===== config.mk =====
export PLATFORM = sky130hd
export DESIGN_NAME = move_input_controller_flat
export DESIGN_NICKNAME = d
export VERILOG_FILES = /design/src/rtl/move_input_controller_if.sv /design/src/rtl/move_input_controller.sv /design/src/flat_wrapper.sv
export SDC_FILE = /design/constraint.sdc
export NUM_CORES = 1
export LEC_CHECK = 0
export CAP_MARGIN = 20
export CORE_MARGIN = 2
export CORE_UTILIZATION = 46
export DETAILED_ROUTE_END_ITERATION = 8
export PLACE_DENSITY = 0.71
export SYNTH_ARGS = -nofsm -noshare
export SYNTH_HDL_FRONTEND = slang
export SYNTH_SLANG_ARGS = --single-unit

===== constraint.sdc =====
create_clock -name clk -period 2 [get_ports clk]
set_clock_uncertainty 0.2 [all_clocks]
set_input_delay 0.3 -clock clk [delete_from_list [all_inputs] [get_ports clk]]
set_output_delay 0.3 -clock clk [all_outputs]
set_load 0.02 [all_outputs]

===== src/rtl/move_input_controller_if.sv =====
// rtl/move_input_controller_if.sv - move request bundle from button controller to column-select datapath
interface move_input_controller_if;
  logic [3:0] column;
  logic       enable;
  logic       invalid;
  logic       busy;

  modport master (output column, output enable, output invalid, output busy);
  modport slave  (input column, input enable, input invalid, input busy);
endinterface


===== src/rtl/move_input_controller.sv =====
// rtl/move_input_controller.sv - debounced buttons to cursor and single-cycle Connect4 move requests
module move_input_controller #(
  parameter int DEBOUNCE_CYCLES = 16,
  parameter int SETTLE_CYCLES   = 4
) (
  input  logic                    clk,
  input  logic                    reset,
  input  logic                    btn_left,
  input  logic                    btn_right,
  input  logic                    btn_drop,
  input  logic [15:0]             gameboard,
  input  logic [1:0]              game_status,
  output logic [3:0]              cursor,
  move_input_controller_if.master req
);

  localparam int DW = $clog2(DEBOUNCE_CYCLES + 1);
  localparam int SW = $clog2(SETTLE_CYCLES + 1);

  typedef enum logic [1:0] {IDLE, ISSUE, SETTLE, LOCKED} state_t;

  // Button vectors are ordered {drop, right, left}.
  logic [2:0]          raw;
  logic [2:0]          sync1;
  logic [2:0]          sync2;
  logic [2:0]          level;
  logic [2:0]          level_d;
  logic [2:0]          rise;
  logic [2:0][DW-1:0]  db_cnt;
  logic [1:0]          cur;
  state_t              state;
  logic [SW-1:0]       settle_cnt;
  logic [3:0]          column_q;
  logic                enable_q;
  logic                invalid_q;
  logic                busy_q;

  assign raw = {btn_drop, btn_right, btn_left};

  // Two-stage synchronizer for the asynchronous buttons.
  always_ff @(posedge clk or negedge reset) begin
    if (!reset) begin
      sync1 <= '0;
      sync2 <= '0;
    end else begin
      sync1 <= raw;
      sync2 <= sync1;
    end
  end

  // Debounce: level follows the synchronized input only after a full run of disagreeing samples.
  always_ff @(posedge clk or negedge reset) begin
    if (!reset) begin
      level  <= '0;
      db_cnt <= '0;
    end else begin
      for (int i = 0; i < 3; i++) begin
        if (sync2[i] == level[i]) begin
          db_cnt[i] <= '0;
        end else if (db_cnt[i] == DW'(DEBOUNCE_CYCLES - 1)) begin
          level[i]  <= sync2[i];
          db_cnt[i] <= '0;
        end else begin
          db_cnt[i] <= db_cnt[i] + DW'(1);
        end
      end
    end
  end

  // Registered one-cycle rise pulse per debounced button.
  always_ff @(posedge clk or negedge reset) begin
    if (!reset) begin
      level_d <= '0;
      rise    <= '0;
    end else begin
      level_d <= level;
      rise    <= level & ~level_d;
    end
  end

  // Cursor moves with wrap in every state except LOCKED; simultaneous left+right cancel.
  always_ff @(posedge clk or negedge reset) begin
    if (!reset) begin
      cur <= 2'd0;
    end else if (state != LOCKED) begin
      if (rise[0] && !rise[1]) begin
        cur <= cur - 2'd1;
      end else if (rise[1] && !rise[0]) begin
        cur <= cur + 2'd1;
      end
    end
  end

  // Request FSM with registered column/enable/invalid/busy.
  always_ff @(posedge clk or negedge reset) begin
    if (!reset) begin
      state      <= IDLE;
      settle_cnt <= '0;
      column_q   <= 4'd0;
      enable_q   <= 1'b0;
      invalid_q  <= 1'b0;
      busy_q     <= 1'b0;
    end else begin
      enable_q  <= 1'b0;
      invalid_q <= 1'b0;
      case (state)
        IDLE: begin
          if (game_status != 2'b00) begin
            state  <= LOCKED;
            busy_q <= 1'b1;
          end else if (rise[2]) begin
            // Fullness is judged on the cursor before any same-cycle move.
            if (gameboard[{cur, 2'b11}]) begin
              invalid_q <= 1'b1;
            end else begin
              column_q <= {2'b00, cur};
              enable_q <= 1'b1;
              busy_q   <= 1'b1;
              state    <= ISSUE;
            end
          end
        end
        ISSUE: begin
          settle_cnt <= SW'(SETTLE_CYCLES - 1);
          state      <= SETTLE;
        end
        SETTLE: begin
          if (game_status != 2'b00) begin
            state <= LOCKED;
          end else if (settle_cnt == '0) begin
            state  <= IDLE;
            busy_q <= 1'b0;
          end else begin
            settle_cnt <= settle_cnt - SW'(1);
          end
        end
        LOCKED: begin
          busy_q <= 1'b1;
        end
        default: begin
          state  <= IDLE;
          busy_q <= 1'b0;
        end
      endcase
    end
  end

  assign cursor      = 4'b0001 << cur;
  assign req.column  = column_q;
  assign req.enable  = enable_q;
  assign req.invalid = invalid_q;
  assign req.busy    = busy_q;

endmodule


===== src/flat_wrapper.sv =====
// flat-port wrapper written by rule: the top's interface ports become plain ports
module move_input_controller_flat 
#(
  parameter int DEBOUNCE_CYCLES = 16,
  parameter int SETTLE_CYCLES   = 4
)
  (clk, reset, btn_left, btn_right, btn_drop, gameboard, game_status, cursor, req_column, req_enable, req_invalid, req_busy);
  move_input_controller_if req_i ();
  input  logic clk;
  input  logic reset;
  input  logic btn_left;
  input  logic btn_right;
  input  logic btn_drop;
  input  logic [15:0] gameboard;
  input  logic [1:0] game_status;
  output logic [3:0] cursor;
  output wire logic [$bits(req_i.column)-1:0] req_column;
  output wire logic [$bits(req_i.enable)-1:0] req_enable;
  output wire logic [$bits(req_i.invalid)-1:0] req_invalid;
  output wire logic [$bits(req_i.busy)-1:0] req_busy;
  assign req_column = req_i.column;
  assign req_enable = req_i.enable;
  assign req_invalid = req_i.invalid;
  assign req_busy = req_i.busy;
  move_input_controller #(.DEBOUNCE_CYCLES(DEBOUNCE_CYCLES), .SETTLE_CYCLES(SETTLE_CYCLES)) u_core (.clk(clk), .reset(reset), .btn_left(btn_left), .btn_right(btn_right), .btn_drop(btn_drop), .gameboard(gameboard), .game_status(game_status), .cursor(cursor), .req(req_i));
endmodule

# Word level (Yosys, flattened, before mapping)
# Index checks and enable logic that the tools add are counted.
totals:
  ff_bits: 42
  input_bits: 23
  out_inout_bits: 11
classes:
  addsub: 6
  magnitude_cmp: 1
  eq_ne: 16
  shift: 1
  muxes: 33
  n_bitwise: 7
  n_reduce_logical: 19
op_table:
  columns: ["operator", "n"]
  rows:
  - ["$mux W5", 6]
  - ["$add A5 B1 Y5 const B", 3]
  - ["$eq A5 B4 Y1 const B", 3]
  - ["$mux W1", 14]
  - ["$mux W2", 7]
  - ["$reduce_and A2 Y1", 4]
  - ["$reduce_and A4 Y1", 2]
  - ["$mux W3", 2]
  - ["$ne A2 B2 Y1 const B", 3]
  - ["$ne A3 B1 Y1 const B", 2]
  - ["$pmux W2 S3", 1]
  - ["$pmux W3 S2", 1]
  - ["$reduce_bool A2 Y1", 3]
  - ["$reduce_bool A3 Y1", 2]
  - ["$lt A4 B5 Y1 const B", 1]
  - ["$not A1 Y1", 5]
  - ["$reduce_and A5 Y1", 1]
  - ["$eq A2 B2 Y1 const B", 2]
  - ["$shl A1 B2 Y4 const A", 1]
  - ["$and A3 B3 Y3", 1]
  - ["$eq A1 B1 Y1", 3]
  - ["$logic_not A3 Y1", 1]
  - ["$ne A3 B2 Y1 const B", 1]
  - ["$not A3 Y3", 1]
  - ["11 further kinds", 13]

# Longest topological paths before layout
# Gate-level depths: netlist of the first run.
depth:
  depth_word: 6
  mapped_depth: 7
  depth_no_buf: 6

# Worst setup path before layout of the first run
# Ideal clock, no wire load.
synth_timing:
  path_type: "register to register"
  startpoint: "reg u_core.cur[0]"
  endpoint: "reg u_core.column_q[0], in the netlist u_core.req.column[0]"
  setup_ns: 0.125
  arrival_ns: 1.665
  slack_ns: 0.010
  stages_incl_launch_ff: 5
  period_less_slack_ns: 1.990
  path_cell_list: "dfrtp_1 > buf_6 > mux4_2 > nor4_1 > mux2_2"
synth_between:
  elab_chain_cells: 4
synth_lines:
  columns: ["element", "line", "rtl"]
  rows:
  - ["start, declared", "move_input_controller.sv:30", "logic [1:0] cur;"]
  - ["start signal, assigned", "move_input_controller.sv:87", "cur <= cur - 2'd1;"]
  - ["start signal, assigned", "move_input_controller.sv:89", "cur <= cur + 2'd1;"]
  - ["$bmux W1 S2", "move_input_controller.sv:113", "if (gameboard[{cur, 2'b11}]) begin"]
  - ["$mux W1 (not written as such)", "move_input_controller.sv:113", null]
  - ["$not A1 Y1 (no line)", null, null]
  - ["$reduce_and A4 Y1 (no line)", null, null]
  - ["end signal, assigned", "move_input_controller.sv:116", "column_q <= {2'b00, cur};"]
  - ["end, declared", "move_input_controller.sv:33", "logic [3:0] column_q;"]
# Parallel ways exist; a longest one is shown, timed or not. The select of a mux whose other input is x is not followed.
# A chain may end at the register's enable or synchronous reset.

# Final worst setup path of the first run
layout_timing:
  startpoint: "in gameboard[15]"
  endpoint: "reg u_core.state[0]"
layout_between:
  elab_chain_cells: 4
layout_lines:
  columns: ["element", "line", "rtl"]
  rows:
  - ["start, declared", "flat_wrapper.sv:14", "input logic [15:0] gameboard;"]
  - ["$bmux W1 S2", "move_input_controller.sv:113", null]
  - ["$mux W1 (not written as such)", "move_input_controller.sv:113", null]
  - ["$ne A3 B2 Y1 (no line)", null, null]
  - ["$reduce_and A4 Y1 (no line)", null, null]
  - ["end signal, assigned", "move_input_controller.sv:109", "state <= LOCKED;"]
  - ["end signal, assigned", "move_input_controller.sv:119", "state <= ISSUE;"]
  - ["end signal, assigned", "move_input_controller.sv:125", "state <= SETTLE;"]
  - ["end, declared", "move_input_controller.sv:31", "state_t state;"]
# Every way passes these cells. The select of a mux whose other input is x is not followed.

==> flow_summary_export.csv, run 1 <==
group,metric,value,unit
global_routing,grt_start_max_net_pins,43,
power_and_ir_drop,p_int,1.34,mW
routing,drc,0,
critical_path,end_kind,"register",
timing,hold_viol,0,
place,finalWeightedCongestion,0.755,
cells_and_area,drive_gt1_share,13.3,%
power_and_ir_drop,pwr-share-comb,23.1,%
clocking,tritoncts,"done",
clocking,cts_max_path_buffers,2,
clocking,cts.reportedPaths.clkPinSlew,0.07,ns
timing,finalSetupTns,0,ns
routing,wl_met1,1.15,mm
cells_and_area,fin_util,58.1,%
floorplan,die_y,66.9,microns
logic_synthesis,synth-edff-count,0,
cells_and_area,stdcell_count,229,
power_and_ir_drop,p_seq_share,50.4,%
place,io_buffers,19,
power_and_ir_drop,ir_drop,0.000625,V
global_routing,gr-usage-all-layers,14.3,%
timing,grt_setup_unrepaired,"yes",
critical_path,critPathSlowestCell,"mux4_2",
floorplan,num_rows,22,
floorplan,die_width,66.9,microns
critical_path,cpPeakStageDelay,0.52,ns
floorplan,ios,34,
floorplan,die_area,4470,sq um
cells_and_area,syn2layout_area_growth,19.5,%
timing,clock.fmax,0.513,GHz
critical_path,cp_max_fo,4,
clocking,cts_root_buf,"clkbuf_8",
power_and_ir_drop,power_switching,0.541,mW
global_routing,grt_pass1_wl,4.69,mm
global_routing,grt-ovfl-total,0,
critical_path,cp.arrival,1.95,ns
routing,drt_wl_total,2.62,mm
outcome,status,"completed",
timing,period_share,97.4,%
timing,maxSlewViolCount,0,
timing,min_period,1.95,ns
routing,drt_iter0_drc,40,
logic_synthesis,postSynthAreaPerCell,12.0,sq um
cells_and_area,nFillCells,328,
logic_synthesis,ys_ff_latch,42,
logic_synthesis,syn_inst,151,
critical_path,crit_chain,"clkdlybuf4s50_1 > mux4_2 > a22o_1 > a211o_1 > mux2i_1",
place,dp_hpwl,1.94,mm
floorplan,coreArea,3740,sq um
critical_path,critical-path-top-delay-family,"multiplexers",
routing,ant_nets,0,
critical_path,cp-start-kind,"primary input",
floorplan,initial_utilization,48.6,%
logic_synthesis,post-synth-top-area-fraction,57.8,%
timing,setup_viol,0,
critical_path,cp.required,2.00,ns
critical_path,crit_type,"primary input to register",
routing,via_per_inst,4.99,
routing,wl_met3,157,microns
power_and_ir_drop,power.total,1.88,mW
clocking,cts_made_buffers,5,
cells_and_area,final_cell_mix,"dfrtp_1, nor2_1, clkdlybuf4s50_1",
clocking,clk_latency,0.29,ns
logic_synthesis,synth_async_sr_flop_share,100,%
logic_synthesis,yosysSeqAreaShare,57.8,%
power_and_ir_drop,swShare,28.8,%
cells_and_area,final_common_cell,"dfrtp_1",
routing,wl_per_cell,11.4,microns
global_routing,antenna_found_initial,0,
logic_synthesis,ys.flop_type,"dfrtp_1",
logic_synthesis,synthTopCellsByArea,"dfrtp_1, ha_1, xor2_1",
routing,top_layer,"met4",
cells_and_area,final_nets,215,
min_path,hold_path_class,"register to register",
logic_synthesis,synth_warnings,0,
logic_synthesis,synth_area_leader_cell,"dfrtp_1",
power_and_ir_drop,pwr-share-clk,26.5,%
logic_synthesis,synth_cell_type_count,31,
clocking,cts.sinks,42,
cells_and_area,diodes,0,
run,drv_cap,0,
routing,num_vias,1143,
critical_path,cp.buffers_inverters,1,
routing,wl_met2,1.24,mm
global_routing,grt_pass1_vias,1132,
power_and_ir_drop,p_leak,1.12,nW
clocking,htreeDepth,2,
timing,hold_slack,0.149,ns
place,dp.cells,221,
logic_synthesis,netlist_area,1820,sq um
routing,drt_pass1_iterations,4,
power_and_ir_drop,p_per_area,865,nW/um^2
==> Yosys cell counts, drive strengths merged (2+ instances only) <==
cell   count
and3       4
nand3      7
ha        11
nor2b      5
xnor2      2
xor2      11
a22o       2
dfrtp     42
nor2      17
mux2i      2
a21oi      4
buf        3
o21ai      3
and2       5
inv       10
nand2      3
mux2       7
==> power by group through the flow <==
stage / clock (mW) / sequential, mW / combinational, mW
finish: 0.498 / 0.948 / 0.435
detailed placement: 0 / 0.965 / 0.441
CTS: 0.515 / 0.948 / 0.443
global route: 0.558 / 0.955 / 0.496
floorplan: 0 / 0.957 / 0.331
global placement: 0 / 0.961 / 0.415
==> layer usage <==
layer / global-route usage [%] / vias to the layer above
met4: 9.18 / 0
li1: - / 555
met2: 24.4 / 31
met5: 0 / -
met3: 3.72 / 8
met1: 15.7 / 549
==> registers in the layout, summed over array words and instances, names as in the netlist <==
name / count
u_core.sync2: 3
u_core.req.enable: 1
u_core.sync1: 3
u_core.rise: 3
u_core.req.column: 2
u_core.level_d: 3
u_core.settle_cnt: 3
u_core.cur: 2
u_core.db_cnt: 15
u_core.req.invalid: 1
u_core.state: 2
u_core.level: 3
u_core.req.busy: 1
==> through the flow <==
step	worst slack, ns	instance area (sq um)
after floorplan	0.0102	1820
after global placement	-0.267	2080
after detailed placement	-0.321	2080
after CTS	0.0214	2170
after global routing	-0.0223	2170
final	0.0512	2170
==> path summary, 6_finish.rpt <==
| kind | start | end | slack (ns) | cells past startpoint |
|---|---|---|---|---|
| setup reg to reg | u_core.cur[0] | u_core.state[0] | 0.06 | 4 |
| hold / removal | u_core.sync1[2] | u_core.sync2[2] | 0.15 | 0 |
| min in group asynchronous | reset | u_core.db_cnt[0] | 0.39 | 3 |
| hold reg to reg | u_core.sync1[2] | u_core.sync2[2] | 0.15 | 0 |
| setup / recovery | gameboard[15] | u_core.state[0] | 0.05 | 5 |
| max in group asynchronous | reset | u_core.sync1[0] | 0.86 | 3 |
==> cell type report <==
| type | instances | area, sq um | share of cell area, % |
|---|---|---|---|
| Clock buffer | 5 | 68.8 | 3.17 |
| Clock inverter | 2 | 10.0 | 0.461 |
| Inverter | 10 | 37.5 | 1.73 |
| Multi-Input combinational cell | 96 | 711 | 32.7 |
| Sequential cell | 42 | 1050 | 48.4 |
| Tap cell | 48 | 60.1 | 2.76 |
| Timing Repair Buffer | 26 | 235 | 10.8 |
==> timing repair <==
item / in CTS / in global routing
buffers inserted: 0 / 0
setup endpoints to repair: 5 / 3
pin swaps: 1 / 2
endpoints found under the hold margin: 42 / 0
resized for setup: 4 / 1
hold buffers: 1 / 0
==> cells by family after synthesis <==
logic type                 Yosys count  synth area share, %
buffers and inverters               14                 3.71
DFF                                 42                 57.8
muxes                               10                 6.67
xor gates and xnor gates            13                 6.26
and+or+nand+nor                     46                 12.7
other                                1                0.206
adders and majority gates           11                 7.57
AOI/OAI and AO/OA                   14                 5.16
No activity file was read; power rests on OpenSTA's default activity.
==> inputs of run 2 (changes only) <==
--- a/config.mk
+++ b/config.mk
@@ -6,8 +6,10 @@
 export NUM_CORES = 1
 export LEC_CHECK = 0
 export CAP_MARGIN = 20
+export CELL_PAD_IN_SITES_DETAIL_PLACEMENT = 1
+export CELL_PAD_IN_SITES_GLOBAL_PLACEMENT = 1
 export CORE_MARGIN = 2
-export CORE_UTILIZATION = 46
+export CORE_UTILIZATION = 37
 export DETAILED_ROUTE_END_ITERATION = 8
 export PLACE_DENSITY = 0.71
 export SYNTH_ARGS = -nofsm -noshare
==> flow_summary_export.csv, run 2 (same netlist as run 1, synthesis figures left out) <==
group,metric,value,unit
outcome,status,"completed",
timing,worst_slew_pin_slew,0.526,ns
clocking,cts.sinks,42,
critical_path,r2r_start,"u_core.cur[0]",
cells_and_area,syn2layout_area_growth,23.0,%
critical_path,cp_max_fo,4,
clocking,clk_latency,0.28,ns
global_routing,grt-ovfl-total,0,
cells_and_area,final_common_cell,"dfrtp_1",
floorplan,die_y,74.1,microns
min_path,hold_path_class,"register to register",
timing,clock.fmax,0.507,GHz
cells_and_area,regMostFlops,"u_core.db_cnt",
routing,drt_wl_total,3.32,mm
routing,via_per_inst,4.67,
routing,wl_per_cell,13.2,microns
power_and_ir_drop,power_switching,0.605,mW
floorplan,die_area,5490,sq um
clocking,cts_root_buf,"clkbuf_8",
timing,maxSlewHeadroom,64.9,%
routing,ant_nets,0,
min_path,hold_end,"u_core.sync2[0]",
critical_path,cp.required,1.96,ns
clocking,cts.reportedPaths.clkPinSlew,0.07,ns
floorplan,coreArea,4720,sq um
floorplan,die_width,74.1,microns
power_and_ir_drop,p_seq_share,47.2,%
critical_path,critical-path-top-delay-family,"multiplexers",
cells_and_area,nFillCells,495,
floorplan,ios,34,
timing,finalSetupTns,0,ns
global_routing,antenna_found_initial,0,
floorplan,num_rows,25,
critical_path,cp-start-kind,"primary input",
timing,period_share,98.6,%
timing,fin_ws,0.0290,ns
critical_path,timing.rr.end,"u_core.state[0]",
place,finalWeightedCongestion,0.819,
timing,maxSlewViolCount,0,
global_routing,grt_pass1_vias,1279,
critical_path,reg2reg_depth,4,
cells_and_area,largest_reg_flops,15,
run,drv_cap,0,
cells_and_area,diodes,0,
place,io_buffers,19,
critical_path,r2r_slack,0.03,ns
cells_and_area,final_cell_mix,"dfrtp_1, nor2_1, clkdlybuf4s50_1",
timing,setup_viol,0,
timing,min_period,1.97,ns
place,placed_cell_area,2110,sq um
global_routing,grt_start_max_net_pins,43,
cells_and_area,stdcell_count,251,
power_and_ir_drop,p_per_area,902,nW/um^2
timing,grt_setup_unrepaired,"yes",
critical_path,end_kind,"register",
global_routing,grt_pass1_wl,5.75,mm
critical_path,cpPeakStageDelay,0.54,ns
place,dp_hpwl,2.49,mm
power_and_ir_drop,ir_drop,0.000422,V
floorplan,initial_utilization,38.5,%
min_path,hold_start,"u_core.sync1[0]",
power_and_ir_drop,p_leak,1.15,nW
critical_path,critPathSlowestCell,"mux4_2",
place,dp.cells,240,
timing,hold_viol,0,
critical_path,cp.arrival,1.93,ns
cells_and_area,final_nets,217,
global_routing,gr-usage-all-layers,13.9,%
cells_and_area,finalInstanceArea,2240,sq um
routing,drt_pass1_iterations,4,
power_and_ir_drop,pwr-share-comb,25.6,%
critical_path,crit_chain,"clkdlybuf4s50_1 > mux4_2 > a22o_1 > a211o_1 > mux2i_1",
critical_path,cp.depth,5,
critical_path,crit_type,"primary input to register",
routing,drt_iter0_drc,35,
routing,drc,0,
min_path,min_path_cells,0,
power_and_ir_drop,p_int,1.41,mW
routing,num_vias,1172,
power_and_ir_drop,swShare,30.0,%
clocking,htreeDepth,2,
clocking,tritoncts,"done",
place,place_ws,-0.407,ns
critical_path,cp.buffers_inverters,1,
power_and_ir_drop,pwr-share-clk,27.2,%
clocking,cts_made_buffers,5,
cells_and_area,drive_gt1_share,14.7,%
clocking,cts_max_path_buffers,2,
[run 2: timing repair]
action                                  CTS  global route
pin swaps                                 3             0
endpoints found under the setup margin    8             2
resized for setup                         6             1
hold endpoints to repair                 42             0
setup buffers                             2             0
hold buffers                              1             0
[run 2: metrics by stage]
step,hold slack (ns),power (mW),util (%)
4_1_cts,0.157,2.04,47.3
3_3_place_gp,0.134,1.39,44.6
6_report,0.156,2.02,47.4
3_5_place_dp,0.141,1.46,44.6
2_1_floorplan,-0.196,1.29,-
5_1_grt,0.169,2.15,47.4
[run 2: worst max-delay path by stage]
stage / end / startpoint / slack (ns)
2_1_floorplan: u_core.req.column[0] / u_core.cur[0] / 0.01
3_3_place_gp: u_core.req.column[0] / gameboard[15] / -0.41
3_5_place_dp: u_core.req.column[1] / gameboard[11] / -0.41
4_1_cts: u_core.state[0] / u_core.cur[0] / 0.02
5_1_grt: u_core.state[0] / u_core.cur[0] / -0.02
6_report: u_core.state[0] / gameboard[11] / 0.03
[run 2: routing by layer]
metal  vias up  wire length [microns]  GRT usage [%]
met5         -                      0              0
met1       583                   1370           16.3
li1        559                      -              -
met4         0                     49           6.06
met2        23                   1760           24.2
met3         7                    130           3.39
[run 2: power by group through the flow]
stage               sequential [mW]  clock, mW  combinational (mW)
global placement              0.961          0               0.428
global route                  0.962      0.614               0.576
detailed placement            0.970          0               0.487
floorplan                     0.957          0               0.331
CTS                           0.953      0.571               0.520
finish                        0.952      0.549               0.518
[run 2: cell type report]
type / count / area (sq um) / share of cell area (%)
Clock inverter: 1 / 5.00 / 0.224
Clock buffer: 7 / 86.3 / 3.86
Timing Repair Buffer: 28 / 250 / 11.2
Inverter: 10 / 37.5 / 1.68
Sequential cell: 42 / 1050 / 47.0
Multi-Input combinational cell: 96 / 723 / 32.3
Tap cell: 67 / 83.8 / 3.75
==> inputs of run 3 (changes only) <==
--- a/config.mk
+++ b/config.mk
@@ -6,12 +6,10 @@
 export NUM_CORES = 1
 export LEC_CHECK = 0
 export CAP_MARGIN = 20
-export CELL_PAD_IN_SITES_DETAIL_PLACEMENT = 1
-export CELL_PAD_IN_SITES_GLOBAL_PLACEMENT = 1
 export CORE_MARGIN = 2
-export CORE_UTILIZATION = 37
+export CORE_UTILIZATION = 46
 export DETAILED_ROUTE_END_ITERATION = 8
-export PLACE_DENSITY = 0.71
+export PLACE_DENSITY = 0.75
 export SYNTH_ARGS = -nofsm -noshare
 export SYNTH_HDL_FRONTEND = slang
 export SYNTH_SLANG_ARGS = --single-unit
==> constraint.sdc (replaced) <==
create_clock -name clk -period 2 [get_ports clk]
set_clock_uncertainty 0.2 [all_clocks]
set_input_delay 0.3 -clock clk [delete_from_list [all_inputs] [get_ports clk]]
set_output_delay 0.3 -clock clk [all_outputs]
set_load 0.01 [all_outputs]
==> flow_summary_export.csv, run 3 (same netlist as run 1, synthesis figures left out) <==
group,metric,value,unit
outcome,status,"completed",
floorplan,die_width,66.9,microns
clocking,tritoncts,"done",
clocking,cts_root_buf,"clkbuf_8",
clocking,clk_latency,0.29,ns
critical_path,cp-start-kind,"primary input",
power_and_ir_drop,p_leak,1.15,nW
clocking,cts_made_buffers,5,
cells_and_area,regMostFlops,"u_core.db_cnt",
timing,fin_ws,0.0136,ns
cells_and_area,drive_gt1_share,13.2,%
power_and_ir_drop,ir_drop,0.000552,V
timing,hold_viol,0,
timing,hold_slack,0.150,ns
min_path,hold_path_class,"register to register",
cells_and_area,syn2layout_area_growth,21.7,%
power_and_ir_drop,p_seq_share,49.0,%
global_routing,grt_start_max_net_pins,43,
critical_path,cp_max_fo,4,
place,place_ws,-0.401,ns
critical_path,cp.arrival,1.96,ns
clocking,cts.sinks,42,
timing,setup_viol,0,
timing,clock.fmax,0.503,GHz
routing,drt_iter0_drc,27,
floorplan,coreArea,3740,sq um
global_routing,grt_pass1_wl,4.92,mm
cells_and_area,nFillCells,321,
run,drv_cap,0,
routing,drt_wl_total,2.73,mm
cells_and_area,finalInstanceArea,2210,sq um
power_and_ir_drop,swShare,28.6,%
clocking,cts_max_path_buffers,2,
critical_path,r2r_slack,0.04,ns
cells_and_area,final_common_cell,"dfrtp_1",
cells_and_area,multi_input_area,719,sq um
place,placed_cell_area,2100,sq um
routing,wl_per_cell,11.9,microns
critical_path,end_kind,"register",
power_and_ir_drop,power_switching,0.555,mW
global_routing,antenna_found_initial,0,
cells_and_area,diodes,0,
clocking,htreeDepth,2,
place,dp_hpwl,1.95,mm
power_and_ir_drop,p_int,1.39,mW
floorplan,initial_utilization,48.6,%
timing,maxSlewViolCount,0,
routing,ant_nets,0,
power_and_ir_drop,pwr-share-comb,23.0,%
global_routing,gr-usage-all-layers,14.9,%
place,finalWeightedCongestion,0.842,
clocking,postCtsSetupBuffers,0,
place,io_buffers,19,
global_routing,grt-ovfl-total,0,
floorplan,die_area,4470,sq um
routing,drc,0,
routing,via_per_inst,4.87,
power_and_ir_drop,pwr-share-clk,28.0,%
routing,drt_pass1_iterations,4,
global_routing,grt_pass1_vias,1180,
critical_path,crit_type,"primary input to register",
power_and_ir_drop,p_per_area,877,nW/um^2
timing,period_share,99.3,%
floorplan,ios,34,
cells_and_area,largest_reg_flops,15,
floorplan,num_rows,22,
timing,grt_setup_unrepaired,"yes",
timing,min_period,1.99,ns
critical_path,cp.required,1.97,ns
clocking,cts.reportedPaths.clkPinSlew,0.08,ns
floorplan,die_y,66.9,microns
routing,num_vias,1119,
cells_and_area,regArea,1050,sq um
cells_and_area,final_nets,215,
cells_and_area,final_cell_mix,"dfrtp_1, nor2_1, clkdlybuf4s50_1",
-- run 3: per-layer routing --
layer,share of wire [%],global-route usage (%)
met1,43,16.2
met2,51,25.8
met3,4.6,5.91
met4,1.4,6.12
met5,0,0
-- run 3: worst max-delay path, stage by stage --
cell and delay, ns:
clkdlybuf4s50_1 0.42, mux4_2 0.54, a22o_1 0.26, a211o_1 0.31, mux2i_1 0.13
-- run 3: stage by stage --
| stage | instances | power, mW | TNS (ns) | util (%) |
|---|---|---|---|---|
| final | 230 | 1.94 | 0 | 59.2 |
| after global routing | 230 | 2.08 | -0.0437 | 59.2 |
| after CTS | 230 | 1.98 | 0 | 59.0 |
| after detailed placement | 221 | 1.40 | -1.57 | 56.0 |
| after global placement | 221 | 1.37 | -1.45 | 56.0 |
| after floorplan | 152 | 1.28 | 0 | - |
-- run 3: layout make-up --
cell class / instances / area share [%]
tap: 48 / 2.71
multi-input combinational: 96 / 32.5
clock inverter: 1 / 0.226
sequential: 42 / 47.5
inverter: 10 / 1.69
timing repair buffer: 26 / 11.5
clock buffer: 7 / 3.90
-- run 3: timing repair --
item | in CTS | in global routing
hold buffers | 1 | 0
gates cloned | 0 | 0
endpoints found under the setup margin | 4 | 6
gates resized for setup | 4 | 2
endpoints found under the hold margin | 42 | 0
pin swaps | 1 | 1
-- run 3: path summary, 6_finish.rpt --
| path | start | to | depth (start not counted) |
|---|---|---|---|
| worst min-delay path | u_core.sync1[2] | u_core.sync2[2] | 0 |
| worst min register to register | u_core.sync1[2] | u_core.sync2[2] | 0 |
| worst max register to register | u_core.cur[0] | u_core.state[1] | 4 |
| worst max-delay path | gameboard[11] | u_core.state[1] | 5 |
| min in group asynchronous | reset | u_core.db_cnt[7] | 3 |
| max in group asynchronous | reset | u_core.db_cnt[5] | 3 |
-- run 3: power by group through the flow --
stage	clock (mW)	combinational, mW	sequential (mW)
global placement	0	0.410	0.960
CTS	0.575	0.453	0.951
floorplan	0	0.328	0.957
finish	0.543	0.447	0.952
global route	0.612	0.509	0.957
detailed placement	0	0.436	0.968
==> RTL edit 1 (config.mk and constraints of run 1) <==
Put a register stage on the output `cursor`, with the module's reset. The value now appears one clock later. The other outputs are not delayed to match. Comments in the files are not updated.
--- a/src/rtl/move_input_controller.sv
+++ b/src/rtl/move_input_controller.sv
@@ -145,7 +145,13 @@
     end
   end
 
-  assign cursor      = 4'b0001 << cur;
+  always_ff @(posedge clk or negedge reset) begin
+    if (!reset) begin
+      cursor <= '0;
+    end else begin
+      cursor <= 4'b0001 << cur;
+    end
+  end
   assign req.column  = column_q;
   assign req.enable  = enable_q;
   assign req.invalid = invalid_q;
Behaviour: not the same (Yosys sat finds a counterexample within 4 cycles, from zero or initial values and one cycle with reset low).
==> RTL edit 1 against run 1 <==
Sequential share of layout area is 1.7 points higher. Wire length is 15% higher. Largest power group unchanged. Worst setup slack better by 55 ps. Cell area up 5.8%. Power up 9.1%. Area after synthesis rose by 7.3%. Sequential cell count grew 4. Die area rose by 6.9%. Highest routed layer unchanged.
==> RTL edit 1: results (changes against run 1) <==
Parameter                              Value

Outcome
  Result of the run ... finished clean

Cells and area
  Multi-In Gates ... 100 (+4.2%)
  Proportion of layout cells with a drive suffix above 1 ... 13.5% (+0.25 points)
  Non-clock buffer share of cell area ... 9.79% (-1.0 points)
  Clock buffer count ... 6 (+1)
  Clock-cell share of area ... 3.75% (+0.13 points)
  Fill count ... 354 (+7.9%)
  Fraction of standard cell area that is sequential ... 50.1% (+1.7 points)
  Inverters ... 7 (-3)
  Layout Nets ... 218 (+1.4%)
  Sequential cell count of the final layout ... 46 (+9.5%)

Detailed routing
  Vias/cell ... 5.11 (+2.4%)
  Violation count after the first detailed-routing iteration ... 72 (+80%)
  Routed metal-1 wirelength ... 1260 microns (+8.8%)
  WL met3 ... 152 microns (-3.2%)

Clock network
  Clock-pin slew on the worst setup and hold paths ... 90 ps (+20 ps)
  Post-cts resize count ... 0 (-4)

Place
  Dpl ws ... -102 ps (+219 ps)
  Estimated wirelength of the detail-placed design ... 2210 microns (+14%)
  Final RePlAce weighted congestion ... 0.796 (+5.5%)

Global route
  Vias in the first global route ... 1226 (+8.3%)
  Overall routing resource usage ... 14.3% (about the same)
  Met1 Use GR ... 16.6% (+0.89 points)
  GR Layer Usage met3 ... 5.12% (+1.4 points)

Setup path
  R2r setup slk ... 110 ps (+50 ps)
  Delay of the slowest critical-path stage ... 570 ps (+50 ps)
  Crit path DAT ... 1880 ps (-70 ps)

Power
  Net switching share of the total power ... 29.6% (+0.83 points)
  Static leakage ... 1.15 nW (+2.5%)
  Largest vdd supply drop ... 0.510 mV (-18%)
  Combinational fraction of design power ... 22.4% (-0.7 points)

Yosys
  List of most frequent post-synthesis cells ... 46 x sky130_fd_sc_hd__dfrtp_1, 16 x sky130_fd_sc_hd__nor2_1, 11 x sky130_fd_sc_hd__ha_1, 11 x sky130_fd_sc_hd__xor2_1, 8 x sky130_fd_sc_hd__mux2_2
  Share of the yosys chip area belonging to registers ... 59.0% (+1.2 points)
  Top cells by area in the synthesized netlist ... sky130_fd_sc_hd__dfrtp_1 59%, sky130_fd_sc_hd__ha_1 7.1%, sky130_fd_sc_hd__xor2_1 4.9%
  Xor/xnor share of the synthesized area ... 5.83% (-0.43 points)
  Share of cell area taken by muxes after synthesis ... 8.08% (+1.4 points)
  Share of the synthesized area in compound gates (AO/OA/AOI/OAI) ... 3.46% (-1.7 points)
  Arithmetic-cell share of the synthesized area counting full adders, half adders and majority gates ... 7.05% (-0.51 points)

Min path
  Worst Hold End ... u_core.sync2[1]$_DFF_PN0_
## RTL edit 1: cell count changes in the layout (fill, tap and decap cells not counted), sizes merged, moves of 3 or more
cell,run 1,this run
dfrtp,42,46
inv,10,7
clkdlybuf4s50,14,18
dlygate4sd2,4,0
## RTL edit 1: cell families after synthesis
kind of cell / count (synthesis)
AO/OA/AOI/OAI: 11
buffers and inverters: 11
adder cells (fa/ha/maj): 11
other: 1
AND/OR/NAND/NOR: 50
flip-flops: 46
multiplexers: 13
XOR/XNOR: 13
## RTL edit 1: repair_timing
action | in CTS | in global routing
endpoints found under the hold margin | 46 | 0
hold buffers | 1 | 0
endpoints found under the setup margin | 0 | 0
## RTL edit 1: stage by stage
step           cells  hold slack (ps)  TNS [ps]  instance area (sq um)  total power, mW
2_1_floorplan    157             -196         0                   1960             1.38
3_5_place_dp     226              139      -194                   2200             1.51
5_1_grt          235              167         0                   2300             2.18
3_3_place_gp     226              132     -78.1                   2200             1.47
6_report         235              160         0                   2300             2.05
4_1_cts          235              164         0                   2300             2.07
==> RTL edit 2 (settings of run 1) <==
Without the edit above. `SETTLE_CYCLES` is set to 4 in 2 places; all go to 8.
--- a/src/rtl/move_input_controller.sv
+++ b/src/rtl/move_input_controller.sv
@@ -1,7 +1,7 @@
 // rtl/move_input_controller.sv - debounced buttons to cursor and single-cycle Connect4 move requests
 module move_input_controller #(
   parameter int DEBOUNCE_CYCLES = 16,
-  parameter int SETTLE_CYCLES   = 4
+  parameter int SETTLE_CYCLES   = 8
 ) (
   input  logic                    clk,
   input  logic                    reset,
--- a/src/flat_wrapper.sv
+++ b/src/flat_wrapper.sv
@@ -2,7 +2,7 @@
 module move_input_controller_flat 
 #(
   parameter int DEBOUNCE_CYCLES = 16,
-  parameter int SETTLE_CYCLES   = 4
+  parameter int SETTLE_CYCLES   = 8
 )
   (clk, reset, btn_left, btn_right, btn_drop, gameboard, game_status, cursor, req_column, req_enable, req_invalid, req_busy);
   move_input_controller_if req_i ();
Formal check against the unedited RTL: no difference found for any inputs over 10 cycles, from zero or initial values and one cycle with reset low; that may be too few to reach the edited logic, so the function may still have changed.
==> RTL edit 2 against run 1 <==
Cell area is 12% higher. Area after synthesis is 7.7% higher. Fmax is 2.0% higher. Sequential cell count is 1 higher. Non-clock buffer count is 9 higher. Synthesized cell count is 11% higher. Worst setup slack better by 38 ps. Via count is 15% higher. Wire length is 30% higher.
Power is not compared: it rests on default switching activity, and its combinational part moved more than twofold at a synthesized area within 25%.
==> RTL edit 2: results (changes against run 1) <==
Parameter                              Value

Floorplan
  Die Wd ... 69.3 microns (+3.6%)

Cells and area
  Area of the multi-input gates ... 850 sq um (+20%)
  Layout Nets ... 239 (+11%)
  Proportion of layout cells with a drive suffix above 1 ... 20.4% (+7.1 points)
  Area overhead of the layout relative to synthesis ... 24.6%
  Fill count ... 319 (-2.7%)
  Clock-cell share of area ... 4.20% (+0.58 points)
  Non-clock buffer share of cell area ... 12.7% (+1.9 points)
  Sequential cell count of the final layout ... 43 (+2.4%)
  Number of buffers outside the clock class in the layout ... 35 (+35%)
  Clock buffer count ... 6 (+1)
  Fraction of standard cell area that is sequential ... 44.2% (-4.2 points)

Yosys
  List of most frequent post-synthesis cells ... 43 x sky130_fd_sc_hd__dfrtp_1, 17 x sky130_fd_sc_hd__nor2_1, 11 x sky130_fd_sc_hd__xor2_1
  Top cells by area in the synthesized netlist ... sky130_fd_sc_hd__dfrtp_1 55%, sky130_fd_sc_hd__ha_1 6.4%, sky130_fd_sc_hd__xor2_1 4.9%
  Mean post-synth cell area ... 11.7 sq um (-3.2%)
  Number of library cell types mapped by synthesis ... 41 (+32%)
  Share of cell area taken by muxes after synthesis ... 5.94% (-0.73 points)
  Share of the yosys chip area belonging to registers ... 54.9% (-2.9 points)
  Xor/xnor share of the synthesized area ... 6.26% (about the same)

Setup path
  Reg2reg end ... u_core.state[1]$_DFFE_PN0P_
  Biggest fanout along the worst timing path ... 3 (-1)
  Crit path DAT ... 1920 ps (-30 ps)
  R2R Path Start ... u_core.settle_cnt[0]$_DFFE_PN0P_
  Depth of the worst register-to-register path ... 6 (+2)

Global route
  Largest net degree at the start of global routing ... 20 (-53%)
  Met1 Use GR ... 18.6% (+2.9 points)
  Met2 track demand over resource ... 26.8% (+2.4 points)
  First-pass GRT wire length ... 6100 microns (+30%)
  Overall routing resource usage ... 15.7% (+1.3 points)
  Vias in the first global route ... 1428 (+26%)
  GR Layer Usage met3 ... 3.49% (-0.23 points)

Timing
  Hold slack final ... 154 ps (+5.17 ps)
  Max Freq ... 523 MHz (+2.0%)

Min path
  Worst Hold End ... u_core.sync2[1]$_DFF_PN0_
  Min-delay src ... u_core.sync1[1]$_DFF_PN0_

Detailed routing
  Vias/cell ... 5.13 (+2.7%)
  WL met3 ... 120 microns (-24%)
  Wire length per cell ... 13.3 microns (+17%)
  Met2 WL post-DR ... 1760 microns (+42%)

Outcome
  Result of the run ... finished clean

Place
  Final RePlAce weighted congestion ... 0.879 (+17%)
  Post-DP Area ... 2270 sq um (+9.1%)
  Number of placed cells counting well taps ... 246 (+11%)
  Dpl ws ... -90.1 ps (+231 ps)
  Estimated wirelength of the detail-placed design ... 2490 microns (+28%)

Power
  Portion of total power attributed to sequential cells ... 55.0%
  Design Power ... between 1.5 and 2 mW

Clock network
  Post-cts resize count ... 5 (+1)
==> RTL edit 2: changes by cell type in the layout (fill, tap and decap cells not counted), moves of 3 or more <==
cell	run 1	this run
sky130_fd_sc_hd__a21oi_1	4	1
sky130_fd_sc_hd__a2bb2oi_1	1	4
sky130_fd_sc_hd__buf_4	6	15
sky130_fd_sc_hd__mux2_2	7	3
sky130_fd_sc_hd__mux2_4	0	3
sky130_fd_sc_hd__nand2_1	3	6
sky130_fd_sc_hd__o21ai_0	3	6
==> RTL edit 2: critical path, cell delays in order (launching register included) <==
cell	delay, ps
sky130_fd_sc_hd__dfrtp_1	400
sky130_fd_sc_hd__inv_1	130
sky130_fd_sc_hd__ha_4	160
sky130_fd_sc_hd__or3b_4	380
sky130_fd_sc_hd__nand3_2	110
sky130_fd_sc_hd__and4bb_2	250
sky130_fd_sc_hd__a2bb2oi_1	190
